## src/rtl/dma_wr_req_split_channel.sv

```systemverilog
// dma_wr_req_split_channel: splits 512-bit write-request beats into 256-bit beats,
// trimming the packet tail by the byte length carried in head[31:0].
module dma_wr_req_split_channel #(
    parameter int HEAD_WIDTH = 128,
    parameter int BEAT_BYTES = 32
) (
    input  logic                  clk,
    input  logic                  rst_n,
    input  logic                  dma_wr_req_in_valid,
    input  logic [HEAD_WIDTH-1:0] dma_wr_req_in_head,
    input  logic [511:0]          dma_wr_req_in_data,
    input  logic                  dma_wr_req_in_last,
    output logic                  dma_wr_req_in_ready,
    output logic                  dma_wr_req_out_valid,
    output logic [HEAD_WIDTH-1:0] dma_wr_req_out_head,
    output logic [255:0]          dma_wr_req_out_data,
    output logic                  dma_wr_req_out_last,
    input  logic                  dma_wr_req_out_ready,
    output logic                  len_mismatch_err
);
    typedef enum logic [1:0] {IDLE, LOW, HIGH} state_t;
    state_t state;
    logic [511:0] data_buf;
    logic [HEAD_WIDTH-1:0] head_buf;
    logic [31:0] length_left;
    logic last_buf, in_pkt, tail, final_half, out_fire, in_fire;

    assign tail = length_left <= 32'(BEAT_BYTES);
    assign final_half = (state == LOW && tail) || state == HIGH;
    assign dma_wr_req_out_valid = state != IDLE;
    assign dma_wr_req_out_data = state == HIGH ? data_buf[511:256] : data_buf[255:0];
    assign dma_wr_req_out_head = head_buf;
    assign dma_wr_req_out_last = dma_wr_req_out_valid && tail;
    assign out_fire = dma_wr_req_out_valid && dma_wr_req_out_ready;
    // Refill in the same cycle the buffer drains so packets stream without bubbles
    assign dma_wr_req_in_ready = rst_n && (state == IDLE || (out_fire && final_half));
    assign in_fire = dma_wr_req_in_valid && dma_wr_req_in_ready;

    always_ff @(posedge clk) begin
        if (!rst_n) begin
            state <= IDLE;
            data_buf <= '0;
            head_buf <= '0;
            length_left <= '0;
            last_buf <= 1'b0;
            in_pkt <= 1'b0;
            len_mismatch_err <= 1'b0;
        end else begin
            len_mismatch_err <= out_fire && (tail ? !last_buf : final_half && last_buf);
            if (out_fire) begin
                state <= (state == LOW && !tail) ? HIGH : IDLE;
                length_left <= tail ? '0 : length_left - 32'(BEAT_BYTES);
                if (tail)
                    in_pkt <= 1'b0;
            end
            if (in_fire) begin
                state <= LOW;
                data_buf <= dma_wr_req_in_data;
                last_buf <= dma_wr_req_in_last;
                // A new packet starts unless this beat continues the one being drained
                if (!in_pkt || (out_fire && tail)) begin
                    head_buf <= dma_wr_req_in_head;
                    length_left <= dma_wr_req_in_head[31:0];
                    in_pkt <= 1'b1;
                end
            end
        end
    end
endmodule

```

## config.mk

```make
export PLATFORM = sky130hd
export DESIGN_NAME = dma_wr_req_split_channel
export DESIGN_NICKNAME = d
export VERILOG_FILES = /design/src/rtl/dma_wr_req_split_channel.sv
export SDC_FILE = /design/constraint.sdc
export NUM_CORES = 1
export LEC_CHECK = 0
export ABC_CLOCK_PERIOD_IN_PS = 6300
export CORE_AREA = 2 2 403 405
export CTS_BUF_LIST = sky130_fd_sc_hd__clkbuf_8
export DETAILED_ROUTE_END_ITERATION = 12
export DIE_AREA = 0 0 405 407
export PLACE_DENSITY = 0.47
export SLEW_MARGIN = 15
export SYNTH_ARGS = -nofsm -noshare
export SYNTH_HDL_FRONTEND = slang
export SYNTH_SLANG_ARGS = --single-unit
export TNS_END_PERCENT = 1
```

## constraint.sdc

```tcl
create_clock -name clk -period 6.3 [get_ports clk]
set_clock_uncertainty 0.2 [all_clocks]
set_input_delay 1.89 -clock clk [delete_from_list [all_inputs] [get_ports clk]]
set_output_delay 1.89 -clock clk [all_outputs]
set_load 0.005 [all_outputs]
```

### Yosys cells after proc, flatten, opt, wreduce, memory -nomap -nowiden

Cells that the tools add are included.

* register bits: 677
* output and inout port bits: 388
* input bits: 645
* logic and storage cells: 47

* reductions and logical operators: 21
* bitwise logic cells: 1
* add/sub/neg operators: 1
* eq/ne operators: 2
* order comparisons: 1
* muxes and demuxes: 13

Operators by type and width (number)
* $mux 256: 1
* $mux 32: 4
* $le 32x6->1 const B: 1
* $sub 32x6->32 const B: 1
* $logic_and 1x1->1: 10
* $mux 1: 7
* $reduce_bool 2->1: 2
* $logic_not 1->1: 3
* $logic_or 1x1->1: 3
* $eq 2x1->1 const B: 1
* $eq 2x2->1 const B: 1
* $logic_not 2->1: 1
* $mux 2: 1
* $reduce_and 2->1: 1
* $reduce_or 2->1: 1
* $not 1->1: 1

### Longest topological paths before layout

* depth after elaboration: 8
* gate-level depth with buffers: 11
* gate-level depth less buffers: 7

### Least setup slack after synthesis

Ideal clock, no wire load.

* path kind: in2out
* start: input rst_n
* end: output dma_wr_req_in_ready
* buffers on the path: 3
* stages on the path: 4
* arrival time: 2886 ps
* slack: 1324 ps
* data required time: 4210 ps
* cell sequence: clkbuf_1 -> buf_1 -> clkbuf_1 -> o21a_1

* word-level cells in the longest chain between the ends: 1

RTL lines
* from (decl): line 8 `input logic rst_n,`
* $logic_and 1x1->1: line 36 `assign dma_wr_req_in_ready = rst_n && (state == IDLE || (out_fire && final_half));`
* to (decl): line 13 `output logic dma_wr_req_in_ready,`

Every way passes these cells.

### Worst setup path in the final report

* start: input dma_wr_req_out_ready
* end: output dma_wr_req_in_ready

* word-level cells in the longest chain between the ends: 4

RTL lines
* from (decl): line 18 `input logic dma_wr_req_out_ready,`
* $logic_and 1x1->1: line 34 `assign out_fire = dma_wr_req_out_valid && dma_wr_req_out_ready;`
* $logic_and 1x1->1: line 36
* $logic_or 1x1->1: line 36
* $logic_and 1x1->1: line 36

Every way passes these cells.

==> results.json <==
{
  "synth-simple-area-share": 0.0937,
  "io_buffers": 1032,
  "wl_mm": 125,
  "syn-num-nets": 3997,
  "h-tree-depth": 4,
  "p_comb_frac": 0.169,
  "dpl.cell_count": 6239,
  "ff_latch_area_sq_mm": 0.0136,
  "place_congestion": 0.793,
  "cts_buffers": 139,
  "finalSetupViolations": 0,
  "status": "finished clean",
  "die_width_um": 405,
  "p_int_mw": 8.55,
  "max-cap-violations": 0,
  "post-route-drc-count": 0,
  "final_cells": 6498,
  "cts_resized": 0,
  "yosys.area_share.adder": 0.000423,
  "io_pins": 1033,
  "p_switching_mw": 3.23,
  "min_to": "data_buf[352]",
  "rr_startpoint": "length_left[10]",
  "tritoncts": "done",
  "dpl.hpwl_mm": 88.4,
  "syn_area_per_cell_sq_um": 8.84,
  "min_period_ns": 5.80,
  "r2r_end": "data_buf[101]",
  "relSlewSlack": 0.249,
  "end_kind": "output pin",
  "worst_pin_slew_ns": 1.13,
  "ys_types": 45,
  "wire_per_inst_um": 19.2,
  "initial_core_util": 0.185,
  "core_sq_mm": 0.160,
  "swShare": 0.274,
  "path_class": "input pin to output pin",
  "fin_crit_sh": 0.921,
  "drt_first_pass_iters": 7,
  "synth_compound_area_frac": 0.229,
  "drive_above_1_share": 0.120,
  "drtIter0Drc": 1621,
  "grt_pass1_vias": 26300,
  "setup_tns_ns": 0,
  "grt-ovfl-total": 0,
  "synth_edf_count": 0,
  "syn-cell-area_sq_mm": 0.0296,
  "antenna_found_initial": 33,
  "muxShareOfSynthArea": 0.142,
  "cts_hold_buf": 0,
  "async_flop_share": 0,
  "routed-via-count": 27600,
  "dieArea_sq_mm": 0.165,
  "final-hold-violation-count": 0,
  "synth-main-ff-cell": "dfxtp_1",
  "clkSlewWorstSetupHoldPaths_ns": 0.06,
  "hold_depth": 2,
  "vias_per_cell": 4.24,
  "clk_path_buf_depth": 3,
  "leakagePower_nw": 16.8,
  "reg2reg_depth": 7,
  "cts_sinks": 677,
  "pwr-share-seq": 0.414,
  "multi_input_area_sq_mm": 0.0140,
  "root_buffer": "clkbuf_8",
  "hold_path_class": "flip-flop to flip-flop",
  "syn_inst": 3351,
  "synthXorXnorAreaFrac": 0.00710,
  "rows": 147,
  "grt_pass1_wl_mm": 176,
  "cp-start-kind": "input pin",
  "yosys_register_bits": 677,
  "worstPathRequired_ns": 4.21,
  "critPathMaxFanout": 6,
  "regToRegSetupSlack_ns": 2.66,
  "fmax_ghz": 0.172,
  "finalNetCount": 4866,
  "area_growth_pct": 50.8,
  "track_usage": 0.142,
  "ys_seq_area_frac": 0.458,
  "p_per_area_mw_per_mm2": 264,
  "die_height_um": 407,
  "clockPowerShare": 0.417,
  "grt_max_degree": 174,
  "post_cts_buffers": 0,
  "ys_warn_count": 0,
  "arrival_ns": 3.71,
  "fillers": 17200,
  "final_antenna_net_count": 0,
  "rsz0062_at_grt": "false",
  "worstHoldStart": "data_buf[352]",
  "clk_latency_ns": 0.83,
  "timing.final.max_slew_violations": 0,
  "synth_top_family_by_area": "compound AO/OA/AOI/OAI gates",
  "worst_ir_drop_vdd_v": 0.000173
}
## power by group through the flow
stage	Sequential, mW	Combinational, mW	Clock, mW
6_report	4.88	1.99	4.91
5_1_grt	4.93	2.15	5.30
4_1_cts	4.88	2.02	5.12
3_5_place_dp	4.97	2.01	0
3_3_place_gp	4.97	2.00	0
2_1_floorplan	4.90	0.867	0
## Yosys cell counts (all sizes together) (3+ instances only)
master,instances,area [sq um]
and3,3,18.8
buf,126,762
o31ai,513,3850
or4,4,30.0
nor2,12,45.0
nand4,3,18.8
nor2b,3,18.8
o22ai,25,156
a22o,5,43.8
mux2,256,2880
mux2i,131,1310
inv,131,492
nand3,6,30.0
nor4,10,62.6
xnor2,11,96.3
clkbuf,226,848
nand2,646,2420
dfxtp,677,13600
o21ai,516,2580
nor3,8,40.0
xor2,13,114
## metrics by stage
stage / cell area [sq um] / hold slack [ns] / power (mW) / worst slack [ns] / util
after floorplan: 29600 / 0.232 / 5.77 / 1.32 / -
after global placement: 41700 / 0.239 / 6.96 / 0.430 / 0.260
after detailed placement: 41700 / 0.243 / 6.98 / 0.507 / 0.260
after CTS: 44600 / 0.251 / 12.0 / 0.499 / 0.279
after global routing: 44700 / 0.262 / 12.4 / 0.423 / 0.279
final: 44700 / 0.247 / 11.8 / 0.500 / 0.279
## worst max-delay path: stages
cell and delay [ns]:
clkdlybuf4s50_1 0.68, inv_1 0.11, nor3_1 0.25, o21a_1 0.19, clkdlybuf4s50_1 0.59
## how the worst max path moves through the flow
stage | slack [ns] | cells past startpoint | end | start
floorplan | 1.32 | 4 | dma_wr_req_in_ready | rst_n
global placement | 0.43 | 5 | dma_wr_req_in_ready | dma_wr_req_out_ready
detailed placement | 0.51 | 5 | dma_wr_req_in_ready | dma_wr_req_out_ready
CTS | 0.50 | 5 | dma_wr_req_in_ready | dma_wr_req_out_ready
global route | 0.42 | 5 | dma_wr_req_in_ready | dma_wr_req_out_ready
finish | 0.50 | 5 | dma_wr_req_in_ready | dma_wr_req_out_ready
## cells in the final DEF, fill, tap and decap left out, types with 3 or more instances in the layout
cell type | synthesis | routed
o31ai_1 | 513 | 513
dfxtp_1 | 677 | 677
inv_12 | 0 | 3
nor2_1 | 12 | 12
inv_1 | 131 | 174
buf_4 | 15 | 28
mux2_2 | 256 | 256
nor3_1 | 8 | 7
clkdlybuf4s50_1 | 0 | 1031
xnor2_1 | 11 | 11
inv_6 | 0 | 3
inv_8 | 0 | 3
clkbuf_8 | 0 | 183
bufinv_16 | 0 | 3
nand4_1 | 3 | 3
a22o_1 | 5 | 5
buf_12 | 0 | 20
nand3_1 | 6 | 6
nand2_1 | 646 | 646
xor2_1 | 13 | 13
mux2i_1 | 131 | 131
and3_1 | 3 | 3
or4_1 | 4 | 4
nor4_1 | 10 | 10
o21ai_1 | 227 | 227
o21ai_0 | 289 | 289
clkinv_2 | 0 | 7
o22ai_1 | 25 | 25
diode_2 | 0 | 10
## flip-flops by register name, summed over array words and instances, names as in the netlist
name,flops
dma_wr_req_out_head,128
state,2
in_pkt,1
data_buf,512
length_left,32
last_buf,1
len_mismatch_err,1
## layer usage
| layer | GRT usage | vias up | share of wire | wire length [um] |
|---|---|---|---|---|
| met5 | 0 | - | 0.0023 | 292 |
| met4 | 0.0391 | 42 | 0.020 | 2540 |
| met3 | 0.0538 | 191 | 0.080 | 10000 |
| met2 | 0.242 | 757 | 0.49 | 60800 |
| met1 | 0.166 | 13000 | 0.41 | 51200 |
| li1 | - | 13600 | - | - |
## cell families after synthesis
family,after synthesis
AO/OA/AOI/OAI,1073
AND/OR/NAND/NOR,706
flip-flops,677
buffers and inverters,483
multiplexers,387
XOR/XNOR,24
adder cells (fa/ha/maj),1
## cell type report
| type | instances | area share |
|---|---|---|
| clock inverters | 66 | 0.00992 |
| inverters | 131 | 0.0110 |
| repair buffers | 1080 | 0.245 |
| clock buffers | 183 | 0.0564 |
| well taps | 2160 | 0.0605 |
| flip-flops and latches | 677 | 0.303 |
| multi-input cells | 2191 | 0.313 |
| diodes | 10 | 0.000560 |
Note: power is estimated with default switching activity, not from simulation.
